### src/rtl/mio_pkg.sv
// Shared types and constants for the memory-mapped I/O bridge.
package mio_pkg;

    typedef enum logic [1:0] {
        IDLE,
        ACCESS,
        RESP
    } state_t;

    localparam logic [31:0] RAM_BASE    = 32'h0000_0000;
    localparam logic [31:0] GFX_BASE    = 32'hA000_0000;
    localparam logic [31:0] SEG_BASE    = 32'hE000_0000;
    localparam logic [31:0] GPIO_BASE   = 32'hF000_0000;
    localparam logic [31:0] REGION_MASK = 32'hF000_0000;

    localparam int ERR_CNT_W = 8;

    function automatic logic [ERR_CNT_W-1:0] err_cnt_inc(input logic [ERR_CNT_W-1:0] c);
        return (c == '1) ? c : c + 1'b1;
    endfunction

endpackage

### src/rtl/mio_bus_bridge_if.sv
// CPU data-port and slave-side signals of the bridge, bundled with both views.
interface mio_bus_if #(
    parameter int N_SLV = 4,
    parameter int AW    = 32,
    parameter int DW    = 32
);
    logic                mem_w;
    logic                mem_rd;
    logic [AW-1:0]       addr_bus;
    logic [DW-1:0]       Cpu_data2bus;
    logic [DW-1:0]       Cpu_data4bus;
    logic                bus_ready;
    logic                bus_err;
    logic [N_SLV-1:0]    slv_sel;
    logic                slv_we;
    logic [AW-1:0]       slv_addr;
    logic [DW-1:0]       slv_wdata;
    logic [N_SLV*DW-1:0] slv_rdata;
    logic [N_SLV-1:0]    slv_ready;

    // Bridge view.
    modport slave (
        input  mem_w, mem_rd, addr_bus, Cpu_data2bus, slv_rdata, slv_ready,
        output Cpu_data4bus, bus_ready, bus_err, slv_sel, slv_we, slv_addr, slv_wdata
    );

    // CPU plus peripherals view.
    modport master (
        output mem_w, mem_rd, addr_bus, Cpu_data2bus, slv_rdata, slv_ready,
        input  Cpu_data4bus, bus_ready, bus_err, slv_sel, slv_we, slv_addr, slv_wdata
    );
endinterface

### src/rtl/mio_addr_decode.sv
// Combinational base/mask region decoder; lowest matching index wins.
module mio_addr_decode
    import mio_pkg::*;
#(
    parameter int                  N_SLV    = 4,
    parameter int                  AW       = 32,
    parameter logic [N_SLV*AW-1:0] SLV_BASE = '0,
    parameter logic [N_SLV*AW-1:0] SLV_MASK = '0
) (
    input  logic [AW-1:0]    addr,
    output logic             hit,
    output logic [N_SLV-1:0] onehot
);

    // Base bits outside the mask are ignored so an all-zero mask matches everything.
    always_comb begin
        hit    = 1'b0;
        onehot = '0;
        for (int unsigned i = 0; i < N_SLV; i++) begin
            if (!hit && ((addr & SLV_MASK[i*AW +: AW]) ==
                         (SLV_BASE[i*AW +: AW] & SLV_MASK[i*AW +: AW]))) begin
                hit       = 1'b1;
                onehot[i] = 1'b1;
            end
        end
    end

endmodule

### src/rtl/mio_bus_bridge.sv
// Registered MMIO bridge: decode, wait-state handshake, timeout and bus-error reporting.
module mio_bus_bridge
    import mio_pkg::*;
#(
    parameter int                  N_SLV    = 4,
    parameter int                  AW       = 32,
    parameter int                  DW       = 32,
    parameter logic [N_SLV*AW-1:0] SLV_BASE = {GPIO_BASE, SEG_BASE, GFX_BASE, RAM_BASE},
    parameter logic [N_SLV*AW-1:0] SLV_MASK = {4{REGION_MASK}},
    parameter int                  TIMEOUT  = 15,
    parameter int                  TO_W     = 4
) (
    input  logic                 clk,
    input  logic                 rst,
    mio_bus_if.slave             bus,
    output logic [ERR_CNT_W-1:0] err_cnt
);

    state_t           state;
    logic [TO_W-1:0]  to_cnt;
    logic             is_wr;
    logic             req;
    logic             hit;
    logic [N_SLV-1:0] hit_vec;
    logic [AW-1:0]    hit_mask;
    logic             sel_ready;
    logic [DW-1:0]    sel_rdata;

    assign req = bus.mem_w | bus.mem_rd;

    mio_addr_decode #(
        .N_SLV   (N_SLV),
        .AW      (AW),
        .SLV_BASE(SLV_BASE),
        .SLV_MASK(SLV_MASK)
    ) u_decode (
        .addr  (bus.addr_bus),
        .hit   (hit),
        .onehot(hit_vec)
    );

    always_comb begin
        hit_mask  = '0;
        sel_ready = 1'b0;
        sel_rdata = '0;
        for (int unsigned i = 0; i < N_SLV; i++) begin
            if (hit_vec[i])
                hit_mask = hit_mask | SLV_MASK[i*AW +: AW];
            if (bus.slv_sel[i]) begin
                sel_ready = sel_ready | bus.slv_ready[i];
                sel_rdata = sel_rdata | bus.slv_rdata[i*DW +: DW];
            end
        end
    end

    always_ff @(posedge clk or posedge rst) begin
        if (rst) begin
            state            <= IDLE;
            to_cnt           <= '0;
            is_wr            <= 1'b0;
            err_cnt          <= '0;
            bus.Cpu_data4bus <= '0;
            bus.bus_ready    <= 1'b0;
            bus.bus_err      <= 1'b0;
            bus.slv_sel      <= '0;
            bus.slv_we       <= 1'b0;
            bus.slv_addr     <= '0;
            bus.slv_wdata    <= '0;
        end else begin
            bus.bus_ready <= 1'b0;
            bus.bus_err   <= 1'b0;
            case (state)
                IDLE: begin
                    if (req) begin
                        // Simultaneous read and write requests resolve to a write.
                        is_wr <= bus.mem_w;
                        if (hit) begin
                            bus.slv_sel   <= hit_vec;
                            bus.slv_we    <= bus.mem_w;
                            bus.slv_addr  <= bus.addr_bus & ~hit_mask;
                            bus.slv_wdata <= bus.Cpu_data2bus;
                            to_cnt        <= '0;
                            state         <= ACCESS;
                        end else begin
                            bus.bus_ready <= 1'b1;
                            bus.bus_err   <= 1'b1;
                            err_cnt       <= err_cnt_inc(err_cnt);
                            if (!bus.mem_w)
                                bus.Cpu_data4bus <= '0;
                            state <= RESP;
                        end
                    end
                end
                ACCESS: begin
                    if (sel_ready) begin
                        if (!is_wr)
                            bus.Cpu_data4bus <= sel_rdata;
                        bus.slv_sel   <= '0;
                        bus.slv_we    <= 1'b0;
                        bus.bus_ready <= 1'b1;
                        state         <= RESP;
                    end else if (to_cnt == TO_W'(TIMEOUT)) begin
                        if (!is_wr)
                            bus.Cpu_data4bus <= '0;
                        bus.slv_sel   <= '0;
                        bus.slv_we    <= 1'b0;
                        bus.bus_ready <= 1'b1;
                        bus.bus_err   <= 1'b1;
                        err_cnt       <= err_cnt_inc(err_cnt);
                        state         <= RESP;
                    end else begin
                        to_cnt <= to_cnt + 1'b1;
                    end
                end
                RESP:    state <= IDLE;
                default: state <= IDLE;
            endcase
        end
    end

endmodule

### src/flat_wrapper.sv
// flat-port wrapper written by rule: the top's interface ports become plain ports
module mio_bus_bridge_flat import mio_pkg::*;
#(
    parameter int                  N_SLV    = 4,
    parameter int                  AW       = 32,
    parameter int                  DW       = 32,
    parameter logic [N_SLV*AW-1:0] SLV_BASE = {GPIO_BASE, SEG_BASE, GFX_BASE, RAM_BASE},
    parameter logic [N_SLV*AW-1:0] SLV_MASK = {4{REGION_MASK}},
    parameter int                  TIMEOUT  = 15,
    parameter int                  TO_W     = 4
)
  (clk, rst, err_cnt, bus_mem_w, bus_mem_rd, bus_addr_bus, bus_Cpu_data2bus, bus_slv_rdata, bus_slv_ready, bus_Cpu_data4bus, bus_bus_ready, bus_bus_err, bus_slv_sel, bus_slv_we, bus_slv_addr, bus_slv_wdata);
  mio_bus_if #(.N_SLV(N_SLV), .AW(AW), .DW(DW)) bus_i ();
  input  logic clk;
  input  logic rst;
  output logic [ERR_CNT_W-1:0] err_cnt;
  input wire logic [$bits(bus_i.mem_w)-1:0] bus_mem_w;
  input wire logic [$bits(bus_i.mem_rd)-1:0] bus_mem_rd;
  input wire logic [$bits(bus_i.addr_bus)-1:0] bus_addr_bus;
  input wire logic [$bits(bus_i.Cpu_data2bus)-1:0] bus_Cpu_data2bus;
  input wire logic [$bits(bus_i.slv_rdata)-1:0] bus_slv_rdata;
  input wire logic [$bits(bus_i.slv_ready)-1:0] bus_slv_ready;
  output wire logic [$bits(bus_i.Cpu_data4bus)-1:0] bus_Cpu_data4bus;
  output wire logic [$bits(bus_i.bus_ready)-1:0] bus_bus_ready;
  output wire logic [$bits(bus_i.bus_err)-1:0] bus_bus_err;
  output wire logic [$bits(bus_i.slv_sel)-1:0] bus_slv_sel;
  output wire logic [$bits(bus_i.slv_we)-1:0] bus_slv_we;
  output wire logic [$bits(bus_i.slv_addr)-1:0] bus_slv_addr;
  output wire logic [$bits(bus_i.slv_wdata)-1:0] bus_slv_wdata;
  assign bus_i.mem_w = bus_mem_w;
  assign bus_i.mem_rd = bus_mem_rd;
  assign bus_i.addr_bus = bus_addr_bus;
  assign bus_i.Cpu_data2bus = bus_Cpu_data2bus;
  assign bus_i.slv_rdata = bus_slv_rdata;
  assign bus_i.slv_ready = bus_slv_ready;
  assign bus_Cpu_data4bus = bus_i.Cpu_data4bus;
  assign bus_bus_ready = bus_i.bus_ready;
  assign bus_bus_err = bus_i.bus_err;
  assign bus_slv_sel = bus_i.slv_sel;
  assign bus_slv_we = bus_i.slv_we;
  assign bus_slv_addr = bus_i.slv_addr;
  assign bus_slv_wdata = bus_i.slv_wdata;
  mio_bus_bridge #(.N_SLV(N_SLV), .AW(AW), .DW(DW), .SLV_BASE(SLV_BASE), .SLV_MASK(SLV_MASK), .TIMEOUT(TIMEOUT), .TO_W(TO_W)) u_core (.clk(clk), .rst(rst), .bus(bus_i), .err_cnt(err_cnt));
endmodule
### config.mk
export PLATFORM = sky130hd
export DESIGN_NAME = mio_bus_bridge_flat
export DESIGN_NICKNAME = d
export VERILOG_FILES = /design/src/rtl/mio_pkg.sv /design/src/rtl/mio_bus_bridge_if.sv /design/src/rtl/mio_addr_decode.sv /design/src/rtl/mio_bus_bridge.sv /design/src/flat_wrapper.sv
export SDC_FILE = /design/constraint.sdc
export NUM_CORES = 1
export LEC_CHECK = 0
export ABC_AREA = 1
export CAP_MARGIN = 40
export CORE_ASPECT_RATIO = 1.4
export CORE_MARGIN = 2
export CORE_UTILIZATION = 35
export DETAILED_ROUTE_END_ITERATION = 12
export PLACE_DENSITY = 0.75
export SYNTH_ARGS = -nofsm -noshare
export SYNTH_HDL_FRONTEND = slang
export SYNTH_SLANG_ARGS = --single-unit
### constraint.sdc
create_clock -name clk -period 4.2 [get_ports clk]
set_input_delay 1.26 -clock clk [delete_from_list [all_inputs] [get_ports clk]]
set_output_delay 1.26 -clock clk [all_outputs]
set_load 0.02 [all_outputs]
# After elaboration in Yosys (flattened, before gate mapping)
# Cells that the tools add are included.
# Widths: inputs -> output; s select.
[word_totals]
register_bits = 118
[op_classes]
n_bitwise = 9
mux = 60
reduce_logical = 16
addsub = 2
eq_ne = 15
[op_table]
columns = ["op", "count"]
rows = [
  ["$mux 32", 15],
  ["$or 32x32->32", 3],
  ["$pmux 32 s2", 1],
  ["$mux 8", 5],
  ["$and 32x32->32", 1],
  ["$logic_not 32->1", 1],
  ["$mux 4", 8],
  ["$not 32->32", 1],
  ["$mux 1", 20],
  ["$eq 4x4->1 const B", 4],
  ["$pmux 4 s2", 2],
  ["$pmux 8 s2", 1],
  ["$ne 2x2->1 const B", 5],
  ["$reduce_and 5->1", 2],
  ["$add 8x1->8 const B", 1],
  ["$eq 8x8->1 const B", 1],
  ["$mux 2", 4],
  ["$ne 2x1->1 const B", 3],
  ["$pmux 1 s2", 3],
  ["$reduce_and 6->1", 1],
  ["$add 4x1->4 const B", 1],
  ["$or 1x1->1", 4],
  ["$pmux 2 s2", 1],
  ["$reduce_and 2->1", 2],
  ["other kinds (8)", 12],
]

# Depth between registers and ports, before layout
# Gate-level depths: netlist (run 1).
[depth]
depth_word = 14
ltp_mapped = 11

# By module
# From an unflattened synthesis (run 1), not the netlist that was laid out.
[hier_totals]
hier_cells = 780
area_unflattened_um2 = 5786.8
[modules_own_cells]
columns = ["mod", "cells_per_inst", "area_per_inst_um2", "instances"]
rows = [
  ["mio_bus_bridge", 764, 5724.2, 1],
  ["mio_addr_decode", 16, 62.6, 1],
]

# Worst setup path after synthesis (run 1)
# Ideal clock, no wire load.
[synth_timing]
kind = "in2reg"
start = "input port bus_addr_bus[31]"
end = "register u_core.bus.Cpu_data4bus[0]"
path_buffers = 1
required_time_ps = 4083
path_stages = 9
t_arrival_ps = 2030
slack_ps = 2053
path_cell_list = "nand3_1 > nand2_1 > nor2_1 > nand2_2 > nand2_4 > nand2_4 > buf_6 > nand2_1 > nand2_1"
[synth_between]
elab_chain_len = 13
[synth_rtl]
columns = ["element", "line", "text"]
rows = [
  ["start: declaration", "flat_wrapper.sv:19", "input wire logic [$bits(bus_i.addr_bus)-1:0] bus_addr_bus;"],
  ["$logic_not 32->1", "mio_addr_decode.sv:20", "if (!hit && ((addr & SLV_MASK[i*AW +: AW]) =="],
  ["$mux 1", "mio_addr_decode.sv:20", ""],
  ["$logic_not 1->1", "mio_addr_decode.sv:20", ""],
  ["$logic_and 1x1->1", "mio_addr_decode.sv:20", ""],
  ["$mux 1", "mio_addr_decode.sv:20", ""],
  ["$logic_not 1->1", "mio_addr_decode.sv:20", ""],
  ["$logic_and 1x1->1", "mio_addr_decode.sv:20", ""],
  ["$mux 1", "mio_addr_decode.sv:20", ""],
  ["$logic_not 1->1", "mio_addr_decode.sv:20", ""],
  ["$logic_and 1x1->1", "mio_addr_decode.sv:20", ""],
  ["$mux 1 *", "mio_addr_decode.sv:20", ""],
  ["$ne 2x2->1 (no source line) *", "--", ""],
  ["$reduce_and 6->1 (no source line) *", "--", ""],
  ["end signal: assignment", "mio_bus_bridge.sv:97", "bus.Cpu_data4bus <= sel_rdata;"],
  ["end: declaration", "mio_bus_bridge_if.sv:24", "output Cpu_data4bus, bus_ready, bus_err, slv_sel, slv_we, slv_addr, slv_wdata"],
]
# Every way passes the cells marked *; elsewhere a longest branch is shown, timed or not.
# A chain may end at the register's enable or synchronous reset.

# Worst setup path in the final report (run 1)
[layout_timing]
start = "register u_core.bus.slv_sel[1]"
end = "output port bus_slv_sel[1]"
[layout_rtl]
columns = ["element", "line", "text"]
rows = [
  ["start: declaration", "mio_bus_bridge_if.sv:24", ""],
  ["start signal: assignment", "mio_bus_bridge.sv:78", "bus.slv_sel <= hit_vec;"],
  ["end: declaration", "flat_wrapper.sv:26", "output wire logic [$bits(bus_i.slv_sel)-1:0] bus_slv_sel;"],
]
# No word-level cell between the ends.

==> results of run 1 <==
registers in the layout (all words and copies together), names as in the netlist:
signal and flops:
u_core.state 2, u_core.bus.bus_err 1, u_core.err_cnt 8, u_core.bus.slv_we 1, u_core.bus.slv_wdata 32, u_core.bus.slv_sel 4
u_core.is_wr 1, u_core.bus.bus_ready 1, u_core.bus.Cpu_data4bus 32, u_core.to_cnt 4, u_core.bus.slv_addr 32
routing by layer:
metal | part of all wire (%) | wire length (µm) | vias to the layer above | track usage [%]
met3 | 7.1 | 1530 | 57 | 6.85
met5 | 0 | 0 | - | 0
met1 | 38 | 8120 | 2991 | 26.8
li1 | - | - | 3113 | -
met2 | 51 | 11000 | 232 | 39.8
met4 | 4.0 | 864 | 0 | 12.7
cells by family (layout without fill, tap and decap cells):
family | count (synthesis) | after routing | synth area share (%)
AOI/OAI and AO/OA | 46 | 46 | 4.12
buffers and inverters | 67 | 370 | 5.22
xor gates and xnor gates | 7 | 7 | 1.04
adders and majority gates | 2 | 2 | 0.423
DFF | 118 | 118 | 49.9
and+or+nand+nor | 551 | 551 | 39.3
cells in the mapped netlist:
cell / number
clkbuf_1: 17
nor3_1: 2
nor2_2: 2
o21ai_0: 7
nand2_2: 5
xor2_1: 3
nand4_1: 5
inv_1: 15
ha_1: 2
nand2_1: 341
nor2_4: 2
nor2_8: 1
nand2_4: 3
nor2_1: 51
nand3_1: 139
xnor2_1: 4
buf_6: 3
a21oi_1: 33
a21boi_0: 4
buf_2: 28
o21ai_2: 1
inv_2: 4
o21ai_1: 1
dfrtp_1: 118
per-stage QoR:
stage	cell area (µm²)	hold WS (ns)	worst slack [ns]	instances
detailed placement	9130	0.457	0.920	1265
CTS	9700	0.471	1.14	1297
global route	9700	0.489	1.11	1297
finish	9700	0.465	1.16	1297
floorplan	5920	0.468	1.50	791
global placement	9130	0.453	0.994	1265
path summary, 6_finish.rpt:
| check | slack, ns | from | end | cells after the start |
|---|---|---|---|---|
| worst max-delay path | 1.16 | u_core.bus.slv_sel[1] | bus_slv_sel[1] | 2 |
| worst min-delay path | 0.46 | u_core.bus.slv_wdata[30] | u_core.bus.slv_wdata[30] | 2 |
| worst max register to register | 2.07 | u_core.bus.slv_sel[0] | u_core.bus.Cpu_data4bus[8] | 10 |
| worst min register to register | 0.46 | u_core.bus.slv_wdata[30] | u_core.bus.slv_wdata[30] | 2 |
| max in group asynchronous | 2.31 | rst | u_core.bus.Cpu_data4bus[18] | 3 |
| min in group asynchronous | 1.34 | rst | u_core.bus.slv_we | 3 |
worst max-delay path: cells and delay by family (launching register included):
family | cells | cell delay (ns)
buffers and inverters | 2 | 1.03
flip-flops | 1 | 0.32
where the power goes:
part           leakage (nW)  internal [mW]  switching [mW]
clock                 0.281          0.899           0.506
sequential             1.54           1.50           0.229
combinational          2.76           1.08            1.59
final cells by class:
class,instances,area share [%]
clock buffers,23,4.82
clock inverters,9,1.04
inverters,19,0.774
multi-input cells,606,27.5
flip-flops and latches,118,30.4
well taps,203,2.62
repair buffers,319,32.8
==> results.md, run 1 <==
- Outcome: finished clean
- Final Power: 5.81 mW
- Chip Height: 158 µm
- Via count: 6393
- Seq/Total Area, Yosys: 49.9%
- Critical path cell sequence: buf_4, clkdlybuf4s50_1
- Crit-path max cell delay: 0.68 ns
- DRT antenna net count: 0
- Hold-fix buffers, CTS: 0
- Fmax: 329 MHz
- Commonest non-fill, non-tap cell in the layout: nand2_1
- Leak Pwr: 4.58 nW
- Post-synth cell types: 24
- DRT Pass-1 Iters: 4
- Remaining Overflow, GRT: 0
- Wire length per cell: 16.6 µm
- CORE AREA: 16700 µm²
- Post-Syn Instances: 791
- Arr. time, crit path: 1.78 ns
- Max-slew violations: 0
- Synth Cell Area: 5920 µm²
- Seq cells post-synth: 118
- Die X-Extent: 114 µm
- Finished Core Util: 58.2%
- Drt initial violations: 344
- First-pass GRT wire length: 32.7 mm
- Register area: 2950 µm²
- Clock root buffer: clkbuf_16
- Final period utilization: 72.3%
- Slew @ Worst Pin: 0.698 ns
- Vias/cell: 4.93
- Kind of critical path: reg -> out
- GR Util All Layers: 23.6%
- Drt drc: 0
- Resize count post-CTS: 0
- Critical Path Slowest Stage Cell: clkdlybuf4s50_1
- P per Cell Area: 599 nW/µm²
- Syn. warnings: 0
- CTS Buf Count: 17
- Post CTS Setup Buffer Count: 0
- Area grow syn2layout: 63.8%
- Dpl hpwl: 15.5 mm
- CTS tree: done
- Vias in the first global route: 6118
- Clock Skew: 0.0103 ns
- Worst-path clk slew: 0.05 ns
- Setup TNS: 0 ns
- Cell row count: 56
- Clock sinks: 118
- Share of cells above drive strength 1: 5.30%
- Cell taking the most area after synthesis: dfrtp_1
- Clock insertion delay at the later pin of the skew report: 0.42 ns
- Layout Nets: 1283
- Multi-input logic area: 2670 µm²
- HP Class: reg -> reg
- Post-synth top area share: 49.9%
- H-tree depth: 4
- GPL Wtd Cong: 0.894
- Maxcap violations: 0
- Die ar.: 18000 µm²
- Initial antenna violation count: 0
- Most frequent cells in the layout: nand2_1, clkdlybuf4s50_1, nand3_1
- Slew headroom: 53.5%
- Crit end category: output port
- CP Launch Type: flip-flop
- Syn Area/Cell: 7.49 µm²
- Top cells by area, synth: dfrtp_1, nand2_1, nand3_1, nor2_1, a21oi_1
- Required time of the critical path: 2.94 ns
- RSZ-0062 raised after global routing: no
- Hold violation total from the final report: 0
- Largest net degree at the start of global routing: 119
- Worst-case vdd ir drop: 0.000401 V
- I/O Pins: 311
- Ant diodes: 0
- CTS max path bufs: 2
- Worst-path fanout max: 35
- Tmin final: 3.04 ns
- Mapped Nets: 993
- Buffers on Ports: 310
- Final setup viols: 0
- Total Wirelength: 21.5 mm
- Initial Util: 35.5%
- # fillers: 1551
No activity file was read; power rests on OpenSTA's default activity.
==> run 2, diff against run 1 <==
--- a/config.mk
+++ b/config.mk
@@ -11,7 +11,7 @@
 export CORE_MARGIN = 2
 export CORE_UTILIZATION = 35
 export DETAILED_ROUTE_END_ITERATION = 12
-export PLACE_DENSITY = 0.75
+export PLACE_DENSITY = 0.73
 export SYNTH_ARGS = -nofsm -noshare
 export SYNTH_HDL_FRONTEND = slang
 export SYNTH_SLANG_ARGS = --single-unit
==> constraint.sdc (replaced) <==
create_clock -name clk -period 3.1 [get_ports clk]
set_input_delay 0.93 -clock clk [delete_from_list [all_inputs] [get_ports clk]]
set_output_delay 0.93 -clock clk [all_outputs]
set_load 0.02 [all_outputs]
==> run 2 against run 1 <==
Net effect: clock skew up 0.0035 ns; wire length up 0.35%; final cell count up 0.31%; worst hold slack better by 0.0021 ns; clock power up 41%; critical path type unchanged.
==> results.md, run 2 (same netlist as run 1, synthesis figures left out) <==
- WP buf/inv: 1 (-1)
- Vias in the first global route: 6148 (+0.49%)
- Clock sinks: 118 (unchanged)
- Final Power: 7.97 mW (+37%)
- Ant diodes: 0 (unchanged)
- Drt drc: 0 (unchanged)
- CTS tree: done
- Drt initial violations: 382 (+11%)
- Hold violation total from the final report: 0 (unchanged)
- Share of cells above drive strength 1: 5.74% (+0.44 points)
- Leak Pwr: 4.62 nW (+0.87%)
- Slew @ Worst Pin: 0.693 ns (-0.00514 ns)
- Crit end category: output port
- Top flop regs: u_core.bus.Cpu_data4bus x32, u_core.bus.slv_addr x32, u_core.bus.slv_wdata x32
- Worst reg2reg path depth: 10 (unchanged)
- R2R Path End: u_core.bus.Cpu_data4bus[8]
- Worst-case vdd ir drop: 0.000524 V (+31%)
- Worst path top cell family by delay: buffers and inverters
- GR Util All Layers: 24.1% (+0.54 points)
- CORE AREA: 16700 µm² (unchanged)
- Remaining Overflow, GRT: 0 (unchanged)
- Buffers on Ports: 310 (unchanged)
- Critical Path Slowest Stage Cell: clkdlybuf4s50_1
- Total Wirelength: 21.6 mm (+0.35%)
- Arr. time, crit path: 1.52 ns (-0.26 ns)
- First-pass GRT wire length: 33.3 mm (+2.1%)
- Fmax: 408 MHz
- Critical path cell sequence: clkdlybuf4s50_1
- Via count: 6297 (-1.5%)
- Worst-path clk slew: 0.05 ns (about the same)
- Outcome: finished clean
- Cell row count: 56 (unchanged)
- Worst r2r src: u_core.bus.slv_sel[2]
- Clock Skew: 0.0138 ns (+0.00348 ns)
- Slew headroom: 53.8% (+0.34 points)
- I/O Pins: 311 (unchanged)
- Levels on crit path: 1 (-1)
- Area grow syn2layout: 65.0%
- Tmin final: 2.45 ns
- DRT Pass-1 Iters: 4 (unchanged)
- # fillers: 1533 (-1.2%)
- DRT antenna net count: 0 (unchanged)
- Worst-path fanout max: 6 (-83%)
- Largest net degree at the start of global routing: 66 (-45%)
- Layout Nets: 1288 (+0.39%)
- DP Area: 9180 µm² (+0.55%)
- Initial antenna violation count: 0 (unchanged)
- P per Cell Area: 816 nW/µm² (+36%)
- Crit-path max cell delay: 0.65 ns (-0.03 ns)
- Initial Util: 35.5% (unchanged)
- HP Start: u_core.bus.slv_wdata[23]
- CTS Buf Count: 17 (unchanged)
- Final setup viols: 0 (unchanged)
- Required time of the critical path: 2.17 ns (-0.77 ns)
- Worst reg2reg setup slack: 1.05 ns (-1.02 ns)
- Maxcap violations: 0 (unchanged)
- Post CTS Setup Buffer Count: 0 (unchanged)
- Setup TNS: 0 ns (unchanged)
- H-tree depth: 4 (unchanged)
- Max-slew violations: 0 (unchanged)
- Kind of critical path: reg -> out
- HP Class: reg -> reg
- Multi-input logic area: 2670 µm² (unchanged)
- Clock insertion delay at the later pin of the skew report: 0.40 ns (-0.02 ns)
- Finished Core Util: 58.6% (+0.43 points)
- Register area: 2950 µm² (unchanged)
- Hold-fix buffers, CTS: 0 (unchanged)
- Wire length per cell: 16.6 µm (about the same)
- Die X-Extent: 114 µm (unchanged)
- Resize count post-CTS: 0 (unchanged)
- Commonest non-fill, non-tap cell in the layout: nand2_1
- Final Non-Filler Cells: 1301 (+0.31%)
- Vias/cell: 4.84 (-1.8%)
- CP Launch Type: flip-flop
- GPL Wtd Cong: 0.848 (-5.2%)
- Clock root buffer: clkbuf_16
- Worst Hold Path EP: u_core.bus.slv_wdata[23]
- Placed cells: 1270 (+0.40%)
- Most frequent cells in the layout: nand2_1, clkdlybuf4s50_1, nand3_1
- Final period utilization: 79.0%
- CTS max path bufs: 2 (unchanged)
- Die ar.: 18000 µm² (unchanged)
- RSZ-0062 raised after global routing: no
- Dpl hpwl: 15.9 mm (+2.9%)
- Final Cell Area: 9770 µm² (+0.74%)
- Hold path depth: 2 (unchanged)
- Chip Height: 158 µm (unchanged)
==> run 2: cell count changes in the layout (fill, tap and decap cells not counted) <==
cell       previous run  this run
buf_4                 8        12
buf_12                1         2
bufinv_16             2         3
clkbuf_1              4         3
clkinv_2              5         4
==> run 2: worst max path at each step <==
stage                                      end         startpoint
finish                              err_cnt[3]  u_core.err_cnt[3]
global route        u_core.bus.Cpu_data4bus[8]   bus_addr_bus[28]
CTS                                 err_cnt[3]  u_core.err_cnt[3]
detailed placement  u_core.bus.Cpu_data4bus[6]   bus_addr_bus[28]
global placement    u_core.bus.Cpu_data4bus[0]   bus_addr_bus[28]
floorplan           u_core.bus.Cpu_data4bus[0]                rst
==> run 2: layer usage <==
metal	vias to the layer above	routed length, µm	global-route usage (%)
met1	2906	8610	29.0
met5	-	0	0
li1	3130	-	-
met4	0	933	12.3
met2	205	10700	40.1
met3	56	1340	5.74
==> run 2: layout make-up <==
class / instances / share of cell area (%)
repair buffers: 324 / 33.1
flip-flops and latches: 118 / 30.2
multi-input cells: 606 / 27.3
clock buffers: 22 / 4.75
well taps: 203 / 2.60
clock inverters: 9 / 1.29
inverters: 19 / 0.768
==> run 2: stage by stage <==
step / hold WS, ns / setup slack, ns
floorplan: 0.468 / 0.729
global placement: 0.453 / 0.311
detailed placement: 0.457 / 0.279
CTS: 0.471 / 0.630
global route: 0.489 / 0.490
finish: 0.467 / 0.651
==> run 2: power breakdown <==
part | total, mW | internal [mW] | switching, mW
Sequential | 2.35 | 2.04 | 0.308
Clock | 1.99 | 1.30 | 0.688
Combinational | 3.64 | 1.49 | 2.15
==> run 3, diff against run 2 <==
--- a/config.mk
+++ b/config.mk
@@ -11,7 +11,7 @@
 export CORE_MARGIN = 2
 export CORE_UTILIZATION = 35
 export DETAILED_ROUTE_END_ITERATION = 12
-export PLACE_DENSITY = 0.73
+export PLACE_DENSITY = 0.75
 export SYNTH_ARGS = -nofsm -noshare
 export SYNTH_HDL_FRONTEND = slang
 export SYNTH_SLANG_ARGS = --single-unit
==> constraint.sdc (replaced) <==
create_clock -name clk -period 2.24 [get_ports clk]
set_input_delay 0.672 -clock clk [delete_from_list [all_inputs] [get_ports clk]]
set_output_delay 0.672 -clock clk [all_outputs]
set_load 0.02 [all_outputs]
==> run 3 against run 2 <==
Net effect: sequential power increased by 38%; worst setup slack got worse by 0.59 ns; highest routed layer unchanged; utilization rose by 1.3 points; first-iteration DRC count rose by 1.8%; largest cell class unchanged; clock skew down 0.0080 ns.
==> results.md, run 3 (same netlist as run 1, synthesis figures left out) <==
- Via count: 6387 (+1.4%)
- H-tree depth: 4 (unchanged)
- Largest net degree at the start of global routing: 64 (-3.0%)
- First-pass GRT wire length: 33.1 mm (-0.64%)
- CTS max path bufs: 2 (unchanged)
- Crit-path max cell delay: 0.65 ns (about the same)
- CTS tree: done
- Initial antenna violation count: 0 (unchanged)
- Resize count post-CTS: 1 (+1)
- Share of cells above drive strength 1: 6.67% (+0.93 points)
- Chip Height: 158 µm (unchanged)
- Dpl hpwl: 16.1 mm (+1.0%)
- Max-slew violations: 0 (unchanged)
- Worst setup startpoint: u_core.err_cnt[4]
- Ant diodes: 0 (unchanged)
- Kind of critical path: reg -> out
- Worst reg2reg path depth: 10 (unchanged)
- Vias/cell: 4.87 (+0.58%)
- RSZ-0062 raised after global routing: no
- Met3 WL: 1.47 mm (+10%)
- Tmin final: 2.17 ns
- Fmax: 460 MHz
- I/O Pins: 311 (unchanged)
- HP Class: reg -> reg
- Die ar.: 18000 µm² (unchanged)
- Final period utilization: 97.1%
- Post CTS Setup Buffer Count: 0 (unchanged)
- Finished Core Util: 59.9% (+1.3 points)
- Top flop regs: u_core.bus.Cpu_data4bus x32, u_core.bus.slv_addr x32, u_core.bus.slv_wdata x32
- GR Util All Layers: 23.7% (-0.42 points)
- Final setup viols: 0 (unchanged)
- Slew @ Worst Pin: 0.403 ns (-0.290 ns)
- Critical path cell sequence: clkdlybuf4s50_1
- Hold-fix buffers, CTS: 0 (unchanged)
- CORE AREA: 16700 µm² (unchanged)
- Critical Path Sink: err_cnt[4]
- Cell row count: 56 (unchanged)
- Layout Nets: 1298 (+0.78%)
- Wire length per cell: 16.3 µm (-1.9%)
- Total Wirelength: 21.4 mm (-1.1%)
- Worst-path fanout max: 5 (-1)
- Final Non-Filler Cells: 1312 (+0.85%)
- R2R Path End: u_core.bus.Cpu_data4bus[14]
- Most frequent cells in the layout: nand2_1, clkdlybuf4s50_1, nand3_1
- Clock insertion delay at the later pin of the skew report: 0.41 ns (about the same)
- DP Area: 9330 µm² (+1.6%)
- Setup TNS: 0 ns (unchanged)
- Routed wl met2: 10.9 mm (+1.3%)
- P per Cell Area: 1150 nW/µm² (+41%)
- Crit end category: output port
- Maxcap violations: 0 (unchanged)
- Clock sinks: 118 (unchanged)
- Required time of the critical path: 1.57 ns (-0.60 ns)
- Levels on crit path: 1 (unchanged)
- Drt initial violations: 389 (+1.8%)
- Slew headroom: 73.0% (+19 points)
- Top Metal Used: met4
- Worst r2r src: u_core.bus.slv_sel[3]
- Final Cell Area: 9990 µm² (+2.3%)
- Final Power: 11.5 mW (+44%)
- Clock Skew: 0.00575 ns (-0.00805 ns)
- Outcome: finished clean
- GPL Wtd Cong: 0.890 (+5.0%)
- Critical Path Slowest Stage Cell: clkdlybuf4s50_1
- CP Launch Type: flip-flop
- Vias in the first global route: 6407 (+4.2%)
- Die X-Extent: 114 µm (unchanged)
- Commonest non-fill, non-tap cell in the layout: nand2_1
- WP buf/inv: 1 (unchanged)
- Worst-case vdd ir drop: 0.000653 V (+25%)
- CTS Buf Count: 17 (unchanged)
- Clock root buffer: clkbuf_16
- DRT antenna net count: 0 (unchanged)
- Area grow syn2layout: 68.8%
- Leak Pwr: 4.76 nW (+3.0%)
- Initial Util: 35.5% (unchanged)
- Drt drc: 0 (unchanged)
- Wl on met1: 8.29 mm (-3.7%)
- Remaining Overflow, GRT: 0 (unchanged)
- Buffers on Ports: 310 (unchanged)
- Arr. time, crit path: 1.50 ns (-0.02 ns)
- Worst reg2reg setup slack: 0.43 ns (-0.62 ns)
- DRT Pass-1 Iters: 4 (unchanged)
- Placed cells: 1280 (+0.79%)
- Worst path top cell family by delay: buffers and inverters
- Hold violation total from the final report: 0 (unchanged)
- Worst-path clk slew: 0.05 ns (about the same)
## run 3: stage by stage
step                setup slack [ns]  hold slack, ns
floorplan                      0.127           0.468
global placement             -0.0318           0.453
detailed placement           -0.0792           0.457
CTS                           0.0241           0.471
global route                  0.0177           0.483
finish                        0.0654           0.466
## run 3: tightest hold or removal path: stages (launching register included)
cell and delay (ns):
dfrtp_1 0.34, nand2_1 0.05, nand2_1 0.05
## run 3: final cells by class
type	count	area, µm²
Sequential cell	118	2950
Fill cell	1535	6680
Tap cell	203	254
Inverter	19	75.1
Clock buffer	24	492
Timing Repair Buffer	334	3390
Clock inverter	8	168
Multi-Input combinational cell	606	2670
## run 3: where the power goes
part | switching [mW] | total (mW) | internal [mW]
clock | 0.939 | 3.03 | 2.09
combinational | 3.00 | 5.21 | 2.20
sequential | 0.432 | 3.25 | 2.82
## run 3: worst min path at each step
stage                                     startpoint                         end  slack [ns]  cells past startpoint
final                        u_core.bus.slv_wdata[7]     u_core.bus.slv_wdata[7]        0.47                      2
after global routing      u_core.bus.Cpu_data4bus[2]  u_core.bus.Cpu_data4bus[2]        0.48                      2
after CTS                    u_core.bus.slv_wdata[5]     u_core.bus.slv_wdata[5]        0.47                      2
after detailed placement     u_core.bus.slv_wdata[5]     u_core.bus.slv_wdata[5]        0.46                      2
after global placement       u_core.bus.slv_wdata[3]     u_core.bus.slv_wdata[3]        0.45                      2
after floorplan                     u_core.to_cnt[1]            u_core.to_cnt[1]        0.47                      2
## run 3: layer usage
layer,vias to the layer above,track usage [%]
met2,215,41.2
met1,2979,26.9
met5,-,0
met3,49,6.32
li1,3144,-
met4,0,11.1
